**config.mk**
```make
export PLATFORM = sky130hd
export DESIGN_NAME = aximm_leader_traffic_gen_flat
export DESIGN_NICKNAME = d
export VERILOG_FILES = /design/src/rtl/aximm_leader_traffic_gen_if.sv /design/src/rtl/aximm_leader_traffic_gen.sv /design/src/flat_wrapper.sv
export SDC_FILE = /design/constraint.sdc
export NUM_CORES = 1
export LEC_CHECK = 0
export CAP_MARGIN = 20
export CORE_AREA = 2 2 181 183
export CTS_BUF_LIST = sky130_fd_sc_hd__clkbuf_2
export CTS_CLUSTER_DIAMETER = 200
export DETAILED_ROUTE_END_ITERATION = 12
export DIE_AREA = 0 0 183 185
export SETUP_SLACK_MARGIN = 0.1
export SLEW_MARGIN = 40
export SYNTH_ARGS = -nofsm -noshare
export SYNTH_HDL_FRONTEND = slang
export SYNTH_SLANG_ARGS = --single-unit
```
**constraint.sdc**
```tcl
create_clock -name i_clk -period 1.9 [get_ports i_clk]
set_input_delay 0.285 -clock i_clk [delete_from_list [all_inputs] [get_ports i_clk]]
set_output_delay 0.285 -clock i_clk [all_outputs]
set_load 0.005 [all_outputs]
```
**src/rtl/aximm_leader_traffic_gen_if.sv**
```systemverilog
// AXI4 memory-mapped user_* bus between the traffic generator (master) and the leader adapter (slave).
interface aximm_leader_traffic_gen_if #(
    parameter int DWIDTH    = 128,
    parameter int ADDRWIDTH = 32,
    parameter int IDWIDTH   = 4
);
    logic [IDWIDTH-1:0]   user_awid;
    logic [ADDRWIDTH-1:0] user_awaddr;
    logic [7:0]           user_awlen;
    logic [2:0]           user_awsize;
    logic [1:0]           user_awburst;
    logic                 user_awvalid;
    logic                 user_awready;

    logic [DWIDTH-1:0]    user_wdata;
    logic [DWIDTH/8-1:0]  user_wstrb;
    logic                 user_wlast;
    logic                 user_wvalid;
    logic                 user_wready;

    logic [IDWIDTH-1:0]   user_bid;
    logic [1:0]           user_bresp;
    logic                 user_bvalid;
    logic                 user_bready;

    logic [IDWIDTH-1:0]   user_arid;
    logic [ADDRWIDTH-1:0] user_araddr;
    logic [7:0]           user_arlen;
    logic [2:0]           user_arsize;
    logic [1:0]           user_arburst;
    logic                 user_arvalid;
    logic                 user_arready;

    logic [IDWIDTH-1:0]   user_rid;
    logic [DWIDTH-1:0]    user_rdata;
    logic [1:0]           user_rresp;
    logic                 user_rlast;
    logic                 user_rvalid;
    logic                 user_rready;

    modport master (
        output user_awid, user_awaddr, user_awlen, user_awsize, user_awburst, user_awvalid,
        input  user_awready,
        output user_wdata, user_wstrb, user_wlast, user_wvalid,
        input  user_wready,
        input  user_bid, user_bresp, user_bvalid,
        output user_bready,
        output user_arid, user_araddr, user_arlen, user_arsize, user_arburst, user_arvalid,
        input  user_arready,
        input  user_rid, user_rdata, user_rresp, user_rlast, user_rvalid,
        output user_rready
    );

    modport slave (
        input  user_awid, user_awaddr, user_awlen, user_awsize, user_awburst, user_awvalid,
        output user_awready,
        input  user_wdata, user_wstrb, user_wlast, user_wvalid,
        output user_wready,
        output user_bid, user_bresp, user_bvalid,
        input  user_bready,
        input  user_arid, user_araddr, user_arlen, user_arsize, user_arburst, user_arvalid,
        output user_arready,
        output user_rid, user_rdata, user_rresp, user_rlast, user_rvalid,
        input  user_rready
    );
endinterface

```
**src/rtl/aximm_leader_traffic_gen.sv**
```systemverilog
// AXI4 leader traffic generator: one INCR write or read burst per command, patterned data, B/R response checks.
// Read-data compare is built only when AXIMM_LDR_RDCHK_EN is defined; otherwise o_mismatch_cnt is tied to 0.
module aximm_leader_traffic_gen #(
    parameter int          DWIDTH    = 128,
    parameter int          ADDRWIDTH = 32,
    parameter int          IDWIDTH   = 4,
    parameter logic [31:0] SEED      = 32'h0000_0001
) (
    input  logic                 i_clk,
    input  logic                 i_rst_n,
    input  logic                 i_start_wr,
    input  logic                 i_start_rd,
    input  logic [7:0]           i_cfg_len,
    input  logic [ADDRWIDTH-1:0] i_cfg_addr,
    input  logic [IDWIDTH-1:0]   i_cfg_id,
    output logic                 o_busy,
    output logic                 o_done,
    output logic                 o_err_resp,
    output logic                 o_err_last,
    output logic [15:0]          o_mismatch_cnt,
    aximm_leader_traffic_gen_if.master bus
);
    localparam int          NLANE  = DWIDTH / 32;
    localparam logic [2:0]  AXSIZE = 3'($clog2(DWIDTH / 8));

    typedef enum logic [2:0] {
        S_IDLE,
        S_WR,
        S_WR_RESP,
        S_RD_ADDR,
        S_RD_DATA
    } state_t;

    state_t               r_state;
    state_t               w_next;
    logic [7:0]           r_len;
    logic [ADDRWIDTH-1:0] r_addr;
    logic [IDWIDTH-1:0]   r_id;
    logic [7:0]           r_beat;
    logic                 r_awvalid;
    logic                 r_wvalid;
    logic                 r_arvalid;
    logic                 r_over;
    logic                 r_done;
    logic                 r_err_resp;
    logic                 r_err_last;

    logic                 w_go_wr;
    logic                 w_go_rd;
    logic                 w_aw_hs;
    logic                 w_w_hs;
    logic                 w_last_beat;
    logic                 w_b_hs;
    logic                 w_ar_hs;
    logic                 w_r_hs;
    logic                 w_bready;
    logic                 w_rready;
    logic                 w_busy;
    logic [DWIDTH-1:0]    w_pattern;

    assign w_go_wr     = (r_state == S_IDLE) && i_start_wr;
    assign w_go_rd     = (r_state == S_IDLE) && i_start_rd && !i_start_wr;
    assign w_aw_hs     = r_awvalid && bus.user_awready;
    assign w_w_hs      = r_wvalid && bus.user_wready;
    assign w_last_beat = (r_beat == r_len);
    assign w_b_hs      = (r_state == S_WR_RESP) && bus.user_bvalid;
    assign w_ar_hs     = r_arvalid && bus.user_arready;
    assign w_r_hs      = (r_state == S_RD_DATA) && bus.user_rvalid;

    // Lane k of beat n carries SEED + n*NLANE + k; the same counter indexes write and read beats.
    always_comb begin
        w_pattern = '0;
        for (int k = 0; k < NLANE; k++) begin
            w_pattern[k*32 +: 32] = SEED + ({24'd0, r_beat} * 32'(NLANE)) + 32'(k);
        end
    end

    always_ff @(posedge i_clk or negedge i_rst_n) begin
        if (!i_rst_n) begin
            r_state <= S_IDLE;
        end else begin
            r_state <= w_next;
        end
    end

    always_comb begin
        w_next   = r_state;
        w_bready = 1'b0;
        w_rready = 1'b0;
        w_busy   = (r_state != S_IDLE);
        case (r_state)
            S_IDLE: begin
                if (w_go_wr) begin
                    w_next = S_WR;
                end else if (w_go_rd) begin
                    w_next = S_RD_ADDR;
                end
            end
            S_WR: begin
                // AW and the final W beat may complete in either order or together.
                if ((!r_awvalid || w_aw_hs) && (!r_wvalid || (w_w_hs && w_last_beat))) begin
                    w_next = S_WR_RESP;
                end
            end
            S_WR_RESP: begin
                w_bready = 1'b1;
                if (bus.user_bvalid) begin
                    w_next = S_IDLE;
                end
            end
            S_RD_ADDR: begin
                if (w_ar_hs) begin
                    w_next = S_RD_DATA;
                end
            end
            S_RD_DATA: begin
                w_rready = 1'b1;
                if (w_r_hs && bus.user_rlast) begin
                    w_next = S_IDLE;
                end
            end
            default: w_next = S_IDLE;
        endcase
    end

    always_ff @(posedge i_clk or negedge i_rst_n) begin
        if (!i_rst_n) begin
            r_len      <= '0;
            r_addr     <= '0;
            r_id       <= '0;
            r_beat     <= '0;
            r_awvalid  <= 1'b0;
            r_wvalid   <= 1'b0;
            r_arvalid  <= 1'b0;
            r_over     <= 1'b0;
            r_done     <= 1'b0;
            r_err_resp <= 1'b0;
            r_err_last <= 1'b0;
        end else begin
            r_done <= 1'b0;
            case (r_state)
                S_IDLE: begin
                    if (w_go_wr || w_go_rd) begin
                        r_len      <= i_cfg_len;
                        r_addr     <= i_cfg_addr;
                        r_id       <= i_cfg_id;
                        r_beat     <= '0;
                        r_over     <= 1'b0;
                        r_err_resp <= 1'b0;
                        r_err_last <= 1'b0;
                        r_awvalid  <= w_go_wr;
                        r_wvalid   <= w_go_wr;
                        r_arvalid  <= w_go_rd;
                    end
                end
                S_WR: begin
                    if (w_aw_hs) begin
                        r_awvalid <= 1'b0;
                    end
                    if (w_w_hs) begin
                        if (w_last_beat) begin
                            r_wvalid <= 1'b0;
                        end else begin
                            r_beat <= r_beat + 8'd1;
                        end
                    end
                end
                S_WR_RESP: begin
                    if (bus.user_bvalid) begin
                        if (bus.user_bresp != 2'b00) begin
                            r_err_resp <= 1'b1;
                        end
                        r_done <= 1'b1;
                    end
                end
                S_RD_ADDR: begin
                    if (w_ar_hs) begin
                        r_arvalid <= 1'b0;
                    end
                end
                S_RD_DATA: begin
                    if (w_r_hs) begin
                        r_beat <= r_beat + 8'd1;
                        if (bus.user_rresp != 2'b00) begin
                            r_err_resp <= 1'b1;
                        end
                        // Once past the expected last beat the error is already flagged; just drain to rlast.
                        if (!r_over && (bus.user_rlast != w_last_beat)) begin
                            r_err_last <= 1'b1;
                        end
                        if (!bus.user_rlast && w_last_beat) begin
                            r_over <= 1'b1;
                        end
                        if (bus.user_rlast) begin
                            r_done <= 1'b1;
                        end
                    end
                end
                default: ;
            endcase
        end
    end

`ifdef AXIMM_LDR_RDCHK_EN
    logic        r_cmp_bad;
    logic [15:0] r_mm_cnt;

    always_ff @(posedge i_clk or negedge i_rst_n) begin
        if (!i_rst_n) begin
            r_cmp_bad <= 1'b0;
            r_mm_cnt  <= '0;
        end else begin
            r_cmp_bad <= w_r_hs && (bus.user_rdata != w_pattern);
            if (w_go_rd) begin
                r_mm_cnt <= '0;
            end else if (r_cmp_bad && (r_mm_cnt != 16'hFFFF)) begin
                r_mm_cnt <= r_mm_cnt + 16'd1;
            end
        end
    end

    assign o_mismatch_cnt = r_mm_cnt;
`else
    assign o_mismatch_cnt = '0;
`endif

    assign o_busy     = w_busy;
    assign o_done     = r_done;
    assign o_err_resp = r_err_resp;
    assign o_err_last = r_err_last;

    // Payloads are zeroed whenever their valid is low, so idle and reset outputs read as 0.
    assign bus.user_awvalid = r_awvalid;
    assign bus.user_awid    = r_awvalid ? r_id   : '0;
    assign bus.user_awaddr  = r_awvalid ? r_addr : '0;
    assign bus.user_awlen   = r_awvalid ? r_len  : 8'd0;
    assign bus.user_awsize  = r_awvalid ? AXSIZE : 3'd0;
    assign bus.user_awburst = r_awvalid ? 2'b01  : 2'b00;

    assign bus.user_wvalid  = r_wvalid;
    assign bus.user_wdata   = r_wvalid ? w_pattern : '0;
    assign bus.user_wstrb   = r_wvalid ? '1 : '0;
    assign bus.user_wlast   = r_wvalid && w_last_beat;

    assign bus.user_bready  = w_bready;

    assign bus.user_arvalid = r_arvalid;
    assign bus.user_arid    = r_arvalid ? r_id   : '0;
    assign bus.user_araddr  = r_arvalid ? r_addr : '0;
    assign bus.user_arlen   = r_arvalid ? r_len  : 8'd0;
    assign bus.user_arsize  = r_arvalid ? AXSIZE : 3'd0;
    assign bus.user_arburst = r_arvalid ? 2'b01  : 2'b00;

    assign bus.user_rready  = w_rready;
endmodule

```
**src/flat_wrapper.sv**
```systemverilog
// flat-port wrapper written by rule: the top's interface ports become plain ports
module aximm_leader_traffic_gen_flat 
#(
    parameter int          DWIDTH    = 128,
    parameter int          ADDRWIDTH = 32,
    parameter int          IDWIDTH   = 4,
    parameter logic [31:0] SEED      = 32'h0000_0001
)
  (i_clk, i_rst_n, i_start_wr, i_start_rd, i_cfg_len, i_cfg_addr, i_cfg_id, o_busy, o_done, o_err_resp, o_err_last, o_mismatch_cnt, bus_user_awid, bus_user_awaddr, bus_user_awlen, bus_user_awsize, bus_user_awburst, bus_user_awvalid, bus_user_awready, bus_user_wdata, bus_user_wstrb, bus_user_wlast, bus_user_wvalid, bus_user_wready, bus_user_bid, bus_user_bresp, bus_user_bvalid, bus_user_bready, bus_user_arid, bus_user_araddr, bus_user_arlen, bus_user_arsize, bus_user_arburst, bus_user_arvalid, bus_user_arready, bus_user_rid, bus_user_rdata, bus_user_rresp, bus_user_rlast, bus_user_rvalid, bus_user_rready);
  aximm_leader_traffic_gen_if #(.DWIDTH(DWIDTH), .ADDRWIDTH(ADDRWIDTH), .IDWIDTH(IDWIDTH)) bus_i ();
  input  logic i_clk;
  input  logic i_rst_n;
  input  logic i_start_wr;
  input  logic i_start_rd;
  input  logic [7:0] i_cfg_len;
  input  logic [ADDRWIDTH-1:0] i_cfg_addr;
  input  logic [IDWIDTH-1:0] i_cfg_id;
  output logic o_busy;
  output logic o_done;
  output logic o_err_resp;
  output logic o_err_last;
  output logic [15:0] o_mismatch_cnt;
  output wire logic [$bits(bus_i.user_awid)-1:0] bus_user_awid;
  output wire logic [$bits(bus_i.user_awaddr)-1:0] bus_user_awaddr;
  output wire logic [$bits(bus_i.user_awlen)-1:0] bus_user_awlen;
  output wire logic [$bits(bus_i.user_awsize)-1:0] bus_user_awsize;
  output wire logic [$bits(bus_i.user_awburst)-1:0] bus_user_awburst;
  output wire logic [$bits(bus_i.user_awvalid)-1:0] bus_user_awvalid;
  input wire logic [$bits(bus_i.user_awready)-1:0] bus_user_awready;
  output wire logic [$bits(bus_i.user_wdata)-1:0] bus_user_wdata;
  output wire logic [$bits(bus_i.user_wstrb)-1:0] bus_user_wstrb;
  output wire logic [$bits(bus_i.user_wlast)-1:0] bus_user_wlast;
  output wire logic [$bits(bus_i.user_wvalid)-1:0] bus_user_wvalid;
  input wire logic [$bits(bus_i.user_wready)-1:0] bus_user_wready;
  input wire logic [$bits(bus_i.user_bid)-1:0] bus_user_bid;
  input wire logic [$bits(bus_i.user_bresp)-1:0] bus_user_bresp;
  input wire logic [$bits(bus_i.user_bvalid)-1:0] bus_user_bvalid;
  output wire logic [$bits(bus_i.user_bready)-1:0] bus_user_bready;
  output wire logic [$bits(bus_i.user_arid)-1:0] bus_user_arid;
  output wire logic [$bits(bus_i.user_araddr)-1:0] bus_user_araddr;
  output wire logic [$bits(bus_i.user_arlen)-1:0] bus_user_arlen;
  output wire logic [$bits(bus_i.user_arsize)-1:0] bus_user_arsize;
  output wire logic [$bits(bus_i.user_arburst)-1:0] bus_user_arburst;
  output wire logic [$bits(bus_i.user_arvalid)-1:0] bus_user_arvalid;
  input wire logic [$bits(bus_i.user_arready)-1:0] bus_user_arready;
  input wire logic [$bits(bus_i.user_rid)-1:0] bus_user_rid;
  input wire logic [$bits(bus_i.user_rdata)-1:0] bus_user_rdata;
  input wire logic [$bits(bus_i.user_rresp)-1:0] bus_user_rresp;
  input wire logic [$bits(bus_i.user_rlast)-1:0] bus_user_rlast;
  input wire logic [$bits(bus_i.user_rvalid)-1:0] bus_user_rvalid;
  output wire logic [$bits(bus_i.user_rready)-1:0] bus_user_rready;
  assign bus_user_awid = bus_i.user_awid;
  assign bus_user_awaddr = bus_i.user_awaddr;
  assign bus_user_awlen = bus_i.user_awlen;
  assign bus_user_awsize = bus_i.user_awsize;
  assign bus_user_awburst = bus_i.user_awburst;
  assign bus_user_awvalid = bus_i.user_awvalid;
  assign bus_i.user_awready = bus_user_awready;
  assign bus_user_wdata = bus_i.user_wdata;
  assign bus_user_wstrb = bus_i.user_wstrb;
  assign bus_user_wlast = bus_i.user_wlast;
  assign bus_user_wvalid = bus_i.user_wvalid;
  assign bus_i.user_wready = bus_user_wready;
  assign bus_i.user_bid = bus_user_bid;
  assign bus_i.user_bresp = bus_user_bresp;
  assign bus_i.user_bvalid = bus_user_bvalid;
  assign bus_user_bready = bus_i.user_bready;
  assign bus_user_arid = bus_i.user_arid;
  assign bus_user_araddr = bus_i.user_araddr;
  assign bus_user_arlen = bus_i.user_arlen;
  assign bus_user_arsize = bus_i.user_arsize;
  assign bus_user_arburst = bus_i.user_arburst;
  assign bus_user_arvalid = bus_i.user_arvalid;
  assign bus_i.user_arready = bus_user_arready;
  assign bus_i.user_rid = bus_user_rid;
  assign bus_i.user_rdata = bus_user_rdata;
  assign bus_i.user_rresp = bus_user_rresp;
  assign bus_i.user_rlast = bus_user_rlast;
  assign bus_i.user_rvalid = bus_user_rvalid;
  assign bus_user_rready = bus_i.user_rready;
  aximm_leader_traffic_gen #(.DWIDTH(DWIDTH), .ADDRWIDTH(ADDRWIDTH), .IDWIDTH(IDWIDTH), .SEED(SEED)) u_core (.i_clk(i_clk), .i_rst_n(i_rst_n), .i_start_wr(i_start_wr), .i_start_rd(i_start_rd), .i_cfg_len(i_cfg_len), .i_cfg_addr(i_cfg_addr), .i_cfg_id(i_cfg_id), .o_busy(o_busy), .o_done(o_done), .o_err_resp(o_err_resp), .o_err_last(o_err_last), .o_mismatch_cnt(o_mismatch_cnt), .bus(bus_i));
endmodule
```
After elaboration in Yosys (flattened, before gate mapping):

Index checks and enable logic that the tools add are counted.

* eq/ne operators: 21
* divide/modulo/power cells: 0
* muxes and demuxes: 51
* shift-type cells: 0
* reduce and logical (&&, ||, !) cells: 39
* order comparisons: 0
* $add $sub $neg: 5
* bitwise gates (word level): 0
* $mul: 0

Operators by type and width (number)
* 2-to-1 mux 128 bit: 1
* adder 32 x 2 -> 32 bit (second input constant): 2
* 2-to-1 mux 32 bit: 2
* 2-to-1 mux 8 bit: 6
* adder 32 x 1 -> 32 bit (second input constant): 1
* 2-to-1 mux 3 bit: 8
* one-hot mux 8 bit (3 select lines): 1
* 2-to-1 mux 1 bit: 22
* 2-to-1 mux 16 bit: 1
* != test 2 bit (second input constant): 8
* one-hot mux 3 bit (5 select lines): 1
* logical AND 1 bit: 13
* != test 2 x 1 -> 1 bit (second input constant): 6
* one-hot mux 1 bit (2 select lines): 6
* AND reduction 4 bit: 3
* adder 1 x 10 -> 11 bit (first input constant): 1
* AND reduction 5 bit: 2
* nonzero test 2 bit: 5
* nonzero test 3 bit: 3
* adder 8 x 1 -> 8 bit (second input constant): 1
* == test 8 bit: 1
* 2-to-1 mux 4 bit: 2
* == test 3 x 2 -> 1 bit (second input constant): 2
* AND reduction 3 bit: 2
* 10 further kinds: 16

* bits in read-only memories: 0
* word-level logic and storage cells: 128
* memories: 0
* latch bits: 0
* bits in registers: 62
* RAM bits: 0

Longest topological paths before layout:

Gate-level depths: netlist (run 1).

* depth after elaboration: 6
* mapped depth: 8
* gate-level depth less buffers: 7

Worst setup path after synthesis (run 1):

No wires, ideal clock.

* kind: reg2out
* from: register u_core.r_wvalid, in the netlist u_core.bus.user_wvalid
* to: output bus_user_wdata[38]
* cell stages (with the launch flop): 5
* slack: 0.147 ns
* arrival time: 1.468 ns
* cell sequence: dfrtp_1 > buf_1 > clkbuf_1 > and2_1 > buf_4

* word-level cells in the longest chain between the ends: 1

Ends and longest elaborated chain
* from (decl): line aximm_leader_traffic_gen.sv:41 `logic r_wvalid;`
* from (signal assigned): line aximm_leader_traffic_gen.sv:152 `r_wvalid <= w_go_wr;`
* 2-to-1 mux 128 bit: line aximm_leader_traffic_gen.sv:241 `assign bus.user_wdata = r_wvalid ? w_pattern : '0;`
* to (decl): line flat_wrapper.sv:30 `output wire logic [$bits(bus_i.user_wdata)-1:0] bus_user_wdata;`

Every way passes these cells.

Worst setup path in the final report (run 1):

* from: register u_core.r_len[7]
* to: output bus_user_wlast

* word-level cells in the longest chain between the ends: 2

Ends and longest elaborated chain
* from (decl): line aximm_leader_traffic_gen.sv:36 `logic [7:0] r_len;`
* from (signal assigned): line aximm_leader_traffic_gen.sv:144 `r_len <= i_cfg_len;`
* == test 8 bit: line aximm_leader_traffic_gen.sv:65 `assign w_last_beat = (r_beat == r_len);`
* logical AND 1 bit: line aximm_leader_traffic_gen.sv:243 `assign bus.user_wlast = r_wvalid && w_last_beat;`
* to (decl): line flat_wrapper.sv:32 `output wire logic [$bits(bus_i.user_wlast)-1:0] bus_user_wlast;`

Every way passes these cells.

==> results of run 1 <==
-- what timing repair did --
item,in CTS,in global routing
setup buffers,82,33
endpoints found under the setup margin,163,211
hold endpoints to repair,62,0
pin swaps,38,30
hold buffers,1,0
cloned,12,10
gates resized for setup,802,223
-- placed cells by master (no fill, tap or decap), types with 3 or more instances in the layout --
cell type        Yosys  layout
dlygate4sd2_1        0       3
buf_4              155      58
clkbuf_16            0       8
dfrtp_2              0      11
inv_1                6       3
nor2b_1              4       3
clkinv_2             0       4
buf_6                1     181
nand3_2              0       3
and2_1             100      13
and2_4               0      89
dfrtp_1             62      51
clkbuf_2             1      22
nand4_1              3       3
diode_2              0       3
clkdlybuf4s50_1      0      56
nor2_2               0       3
nor2_4               1       4
nand2_1            144     111
nand2_4              0       8
buf_8                0       9
xor2_2               1       4
conb_1               1     113
a21oi_1             11       8
buf_16               0       6
buf_2                6      11
buf_12               0      19
nand3_1             12       7
xor2_1              10       7
nor2_1              13       7
a21oi_2              1       3
nand2_2              1      26
-- power by group through the flow --
stage / clock network (mW) / registers [mW] / logic [mW]
detailed placement: 0 / 2.47 / 6.19
global route: 0.886 / 2.59 / 11.5
finish: 0.767 / 2.49 / 10.7
global placement: 0 / 2.46 / 6.13
CTS: 0.848 / 2.48 / 8.90
floorplan: 0 / 2.26 / 3.01
-- final timing paths --
path,from,to,slack [ns]
setup / recovery,u_core.r_len[7]$_DFFE_PN0P_,bus_user_wlast,-0.25
hold / removal,i_rst_n,u_core.r_over$_DFFE_PN0P_,0.19
setup reg to reg,u_core.r_beat[1]$_DFFE_PN0P_,u_core.r_beat[6]$_DFFE_PN0P_,-0.23
hold reg to reg,u_core.r_addr[25]$_DFFE_PN0P_,u_core.r_addr[25]$_DFFE_PN0P_,0.53
max in group asynchronous,i_rst_n,u_core.r_len[5]$_DFFE_PN0P_,1.12
min in group i_clk,i_cfg_addr[16],u_core.r_addr[16]$_DFFE_PN0P_,0.23
-- sequential cells by signal, summed over array words and instances (netlist names) --
signal and flops:
u_core.r_over 1, u_core.r_addr 32, u_core.r_state 3, u_core.o_done 1
u_core.r_len 8, u_core.o_err_resp 1, u_core.r_beat 8, u_core.r_id 4
u_core.bus.user_wvalid 1, u_core.bus.user_awvalid 1, u_core.o_err_last 1, u_core.bus.user_arvalid 1
-- per-layer routing --
metal	GRT usage [%]	wire length, µm	up-vias
met5	0	0	-
met4	3.90	431	0
met3	2.12	1160	23
met2	19.6	11000	239
met1	13.2	8900	2384
li1	-	-	2232
-- cell type report --
type | count | area share, %
Antenna cell | 3 | 0.0817
Clock buffer | 11 | 0.599
Timing Repair Buffer | 363 | 44.2
Multi-Input combinational cell | 462 | 32.0
Inverter | 6 | 0.272
Clock inverter | 5 | 0.299
Sequential cell | 62 | 17.0
Tap cell | 408 | 5.55
-- through the flow --
step                instances  power [mW]  worst slack, ns
floorplan                 715        5.28            0.147
global placement         1194        8.59           -0.241
detailed placement       1194        8.65           -0.253
CTS                      1298        12.2           -0.350
global route             1320        15.0           -0.398
finish                   1320        14.0           -0.252
-- cells in the mapped netlist, types with 2 or more instances --
library cell | n | share of area, %
buf_4 | 155 | 24
nand2_1 | 144 | 11
and2_1 | 100 | 13
dfrtp_1 | 62 | 32
clkbuf_1 | 21 | 1.6
nor2_1 | 13 | 1.0
nand3_1 | 12 | 1.3
a21oi_1 | 11 | 1.1
xor2_1 | 10 | 1.8
buf_2 | 6 | 0.63
inv_1 | 6 | 0.47
nor2b_1 | 4 | 0.52
nor3_1 | 4 | 0.42
xnor2_1 | 4 | 0.73
nand4_1 | 3 | 0.39
o221a_2 | 3 | 0.70
a22o_1 | 2 | 0.37
and2_2 | 2 | 0.31
ha_1 | 2 | 0.52
nor3b_1 | 2 | 0.31
nor4_4 | 2 | 0.89
o211ai_1 | 2 | 0.31
o21ai_0 | 2 | 0.21
o21ai_1 | 2 | 0.21
o32a_1 | 2 | 0.42
or3_1 | 2 | 0.26
-- worst max-delay path: stages, from the launching register on --
cell and delay, ns:
dfrtp_2 0.50, xor2_2 0.21, nor4_4 0.31, and3_4 0.22
buf_6 0.09
-- logic make-up (layout without fill, tap and decap cells) --
family / count (synthesis) / after routing / synth area share [%]
XOR/XNOR: 15 / 15 / 2.89
AO/OA/AOI/OAI: 36 / 36 / 5.55
AND/OR/NAND/NOR: 295 / 295 / 31.0
multiplexers: 1 / 1 / 0.235
adder cells (fa/ha/maj): 2 / 2 / 0.521
buffers and inverters: 191 / 385 / 27.4
flip-flops: 62 / 62 / 32.3
other: 1 / 116 / 0.0782
==> key figures, run 1 <==
Routing
  – DRT Pass-1 Iters: 6
  – Vias after detailed routing: 4878
  – Drt wl/cell: 16.3 µm
  – Via density: 3.70
  – DRT iter0 DRCs: 203
  – DRC viols: 0
  – WL final: 21.5 mm
  – DRT antenna net count: 0

Timing
  – Clock Skew: 0.0499 ns
  – Fin worst setup slack: -0.252 ns
  – RSZ-0062 raised after global routing: yes
  – Setup TNS: -11.27 ns
  – Final hold vios: 0
  – Fmax: 465 MHz
  – Minimum clock period: 2.15 ns
  – Max Slew Vio Count: 0
  – Hold Slack: 0.187 ns
  – Final Cycle Share: 113%
  – Finish-stage setup viols: 104

CTS
  – Root Driver: clkbuf_2
  – Reg clk slew, reported paths: 0.24 ns
  – # H-tree levels: 3
  – Clock sinks: 62
  – Longest Clk Path Bufs: 2
  – TritonCTS clock tree: built
  – Clk_lat worst skew: 0.56 ns
  – Number of CTS-inserted buffers: 9

Placed design
  – Final RePlAce weighted congestion: 0.804
  – Area after DPL: 6980 µm²
  – Detail Placement HPWL: 12.0 mm
  – Port Buf Inserts: 212

Floorplan
  – Die area: 33900 µm²
  – Row count: 66
  – Initial Util: 15.0%
  – Die width: 183 µm
  – # IOs: 462
  – Core Region: 32000 µm²
  – Die Y-Extent: 185 µm

GRT
  – Largest net degree at the start of global routing: 45
  – All-Layer GR Usage: 11.0%
  – Antenna violations before repair: 3
  – First-pass GRT wire length: 27.7 mm
  – Vias in the first global route: 4501
  – Congestion Overflow GR: 0

Cells and area
  – Fillers: 3333
  – Nets: 1100
  – Multi-input logic area: 2940 µm²
  – Register Area: 1570 µm²
  – Layout Utilization: 28.7%
  – Final non-filler cell area: 9190 µm²
  – Area growth from synthesis to layout: 91.6%
  – Share of cells above drive strength 1: 55.1%

Logic synthesis
  – Dominant synthesized flop cell: dfrtp_1
  – Cells after synthesis: 603
  – Sequential fraction of the synthesis area: 32.3%
  – Syn avg cell area: 7.96 µm²
  – Cell Area, Synth: 4800 µm²
  – Post-synth EDFFs: 0
  – Yosys reg bits: 62
  – Yosys cell types: 51
  – Ys async rst share: 100%
  – YS warnings: 0

Critical path
  – Required time worst endpoint: 1.62 ns
  – Critical path class: flop to output pin
  – Critical path launch point type: flop
  – Crit path DAT: 1.87 ns
  – Crit end category: output pin
  – CP max FO: 2
  – Reg2Reg Depth: 11

Pwr
  – Clock power frac: 5.5%
  – Int Pwr: 8.56 mW
  – Sw Pwr: 5.44 mW
  – Peak VDD IR: 0.000470 V
  – Gate power share: 76.7%
  – Seq pwr share: 17.8%
  – Power density cells: 1520 nW/µm²
  – Switching part of the total: 38.9%
  – Pleak: 4.58 nW

Run
  – Max Cap Viol: 0

Run status
  – Status: complete, but fails checks
  – Failing checks: setup timing

Hold path
  – Hold crit path type: input port to asynchronous set/reset pin
Note: power is estimated with default switching activity, not from simulation.
==> run 2, diff against run 1 <==
- CTS_CLUSTER_DIAMETER: 200 -> 60
==> results of run 2 <==
Final layout, timing and power as in run 1 (identical DEF).
==> run 3, diff against run 2 <==
- MAX_ROUTING_LAYER: default -> met4
==> key figures, run 3 (same netlist as run 1, synthesis figures left out) <==
Timing
  – Fmax: 465 MHz (about the same)
  – Fin worst setup slack: -0.252 ns (-0.0000630 ns)
  – Finish-stage setup viols: 109 (+4.8%)
  – Setup TNS: -12.99 ns (-1.72 ns)
  – Final Cycle Share: 113% (about the same)
  – Max Slew Vio Count: 0 (unchanged)
  – Final hold vios: 0 (unchanged)
  – RSZ-0062 raised after global routing: yes
  – Clock Skew: 0.0576 ns (+0.00773 ns)
  – Hold Slack: 0.172 ns (-0.0152 ns)
  – Minimum clock period: 2.15 ns (+0.0000630 ns)

Pwr
  – Peak VDD IR: 0.000470 V (about the same)
  – Total power: 14.1 mW (+0.44%)
  – Power density cells: 1530 nW/µm² (+0.21%)
  – Pleak: 4.59 nW (+0.32%)

Critical path
  – Critical path launch point type: flop
  – RR Endpoint: u_core.r_beat[6]$_DFFE_PN0P_
  – Reg2reg setup slack: -0.22 ns (about the same)
  – Reg-to-Reg Start: u_core.r_beat[1]$_DFFE_PN0P_
  – Critical path class: flop to output pin
  – Crit path DAT: 1.87 ns (about the same)
  – Crit. Startpoint: u_core.bus.user_arvalid$_DFFE_PN0P_
  – Crit end category: output pin
  – Reg2Reg Depth: 11 (unchanged)
  – CP max FO: 5 (+3)
  – Worst Setup EP: bus_user_araddr[5]
  – Required time worst endpoint: 1.62 ns (about the same)

Floorplan
  – Core Region: 32000 µm² (unchanged)
  – # IOs: 462 (unchanged)
  – Die Y-Extent: 185 µm (unchanged)
  – Die area: 33900 µm² (unchanged)
  – Die width: 183 µm (unchanged)
  – Row count: 66 (unchanged)
  – Initial Util: 15.0% (unchanged)

Cells and area
  – Most common cell after layout, fill and taps aside: buf_6
  – Share of cells above drive strength 1: 55.6% (+0.44 points)
  – Fillers: 3332 (-0.030%)
  – Layout Cells excl Fill: 1319 (-0.076%)
  – Area growth from synthesis to layout: 92.0%
  – Layout Utilization: 28.8% (+0.066 points)
  – Most frequent cells in the layout: buf_6 (180), conb_1 (113), nand2_1 (107), and2_4 (89), buf_4 (58)
  – Nets: 1100 (unchanged)
  – Max FFs per register: 32 (unchanged)
  – Top Registers: u_core.r_addr: 32 flops, u_core.r_beat: 8 flops, u_core.r_len: 8 flops
  – Largest Register: u_core.r_addr
  – Final non-filler cell area: 9210 µm² (+0.23%)

Run
  – Max Cap Viol: 0 (unchanged)

GRT
  – Antenna violations before repair: 2 (-1)
  – First-pass GRT wire length: 27.8 mm (+0.15%)
  – Congestion Overflow GR: 0 (unchanged)
  – Vias in the first global route: 4490 (-0.24%)
  – All-Layer GR Usage: 11.4% (+0.33 points)
  – Largest net degree at the start of global routing: 45 (unchanged)

CTS
  – TritonCTS clock tree: built
  – Reg clk slew, reported paths: 0.26 ns (+0.02 ns)
  – Clock sinks: 62 (unchanged)
  – # H-tree levels: 3 (unchanged)
  – Longest Clk Path Bufs: 2 (unchanged)
  – Clk_lat worst skew: 0.57 ns (about the same)
  – Root Driver: clkbuf_2
  – Number of CTS-inserted buffers: 9 (unchanged)

Placed design
  – Area after DPL: 6980 µm² (unchanged)
  – Place WS: -0.253 ns (unchanged)
  – Placed cell count: 1194 (unchanged)
  – Final RePlAce weighted congestion: 0.815 (+1.4%)
  – Port Buf Inserts: 212 (unchanged)
  – Detail Placement HPWL: 12.0 mm (unchanged)

Routing
  – DRT Pass-1 Iters: 4 (-2)
  – WL final: 21.7 mm (+0.62%)
  – Drt wl/cell: 16.4 µm (+0.69%)
  – Vias after detailed routing: 4845 (-0.68%)
  – DRT iter0 DRCs: 202 (-0.49%)
  – DRT antenna net count: 0 (unchanged)
  – Via density: 3.67 (-0.60%)
  – DRC viols: 0 (unchanged)

Run status
  – Status: complete, but fails checks
  – Failing checks: setup timing

Hold path
  – Hold crit path type: input port to asynchronous set/reset pin
-- run 3: what timing repair did --
| item | in CTS | in global routing |
|---|---|---|
| pin swaps | 38 | 28 |
| buffers inserted | 82 | 33 |
| hold buffers | 1 | 0 |
| hold endpoints to repair | 62 | 0 |
| setup endpoints to repair | 163 | 211 |
| gates cloned | 12 | 10 |
| gates resized for setup | 802 | 230 |
-- run 3: area by class of cell --
class / instances / area [µm²] / share of cell area (%)
timing repair buffer: 363 / 4070 / 44.1
multi-input combinational: 462 / 2960 / 32.1
clock buffer: 11 / 55.1 / 0.598
antenna: 2 / 5.00 / 0.0543
sequential: 62 / 1570 / 17.0
inverter: 6 / 25.0 / 0.272
tap: 408 / 510 / 5.54
clock inverter: 5 / 27.5 / 0.299
-- run 3: worst min path at each step --
stage            start                                   to  slack [ns]
6_report       i_rst_n            u_core.r_over$_DFFE_PN0P_        0.17
5_1_grt        i_rst_n            u_core.r_over$_DFFE_PN0P_        0.13
4_1_cts        i_rst_n        u_core.o_err_last$_DFFE_PN0P_        0.10
3_5_place_dp   i_rst_n         u_core.r_beat[4]$_DFFE_PN0P_        0.26
3_3_place_gp   i_rst_n         u_core.r_beat[4]$_DFFE_PN0P_        0.27
2_1_floorplan  i_rst_n  u_core.bus.user_arvalid$_DFFE_PN0P_       -0.01
-- run 3: worst max-delay path, stage by stage, from the launching register on --
cell and delay, ns:
dfrtp_2 0.50, buf_12 0.15, buf_16 0.14, buf_8 0.13, buf_12 0.11, and2_4 0.14
buf_6 0.10
-- run 3: power breakdown --
part           switching, mW  internal, mW  total (mW)
registers              0.602          1.89        2.49
clock network          0.598         0.174       0.772
logic                   4.28          6.51        10.8
total                   5.48          8.58        14.1
-- run 3: per-layer routing --
layer | global-route usage [%] | vias up | wire length [µm]
met5 | - | - | 0
met4 | 4.00 | 0 | 384
met3 | 1.93 | 22 | 1220
met2 | 19.5 | 244 | 11100
met1 | 13.4 | 2348 | 8930
li1 | - | 2231 | -
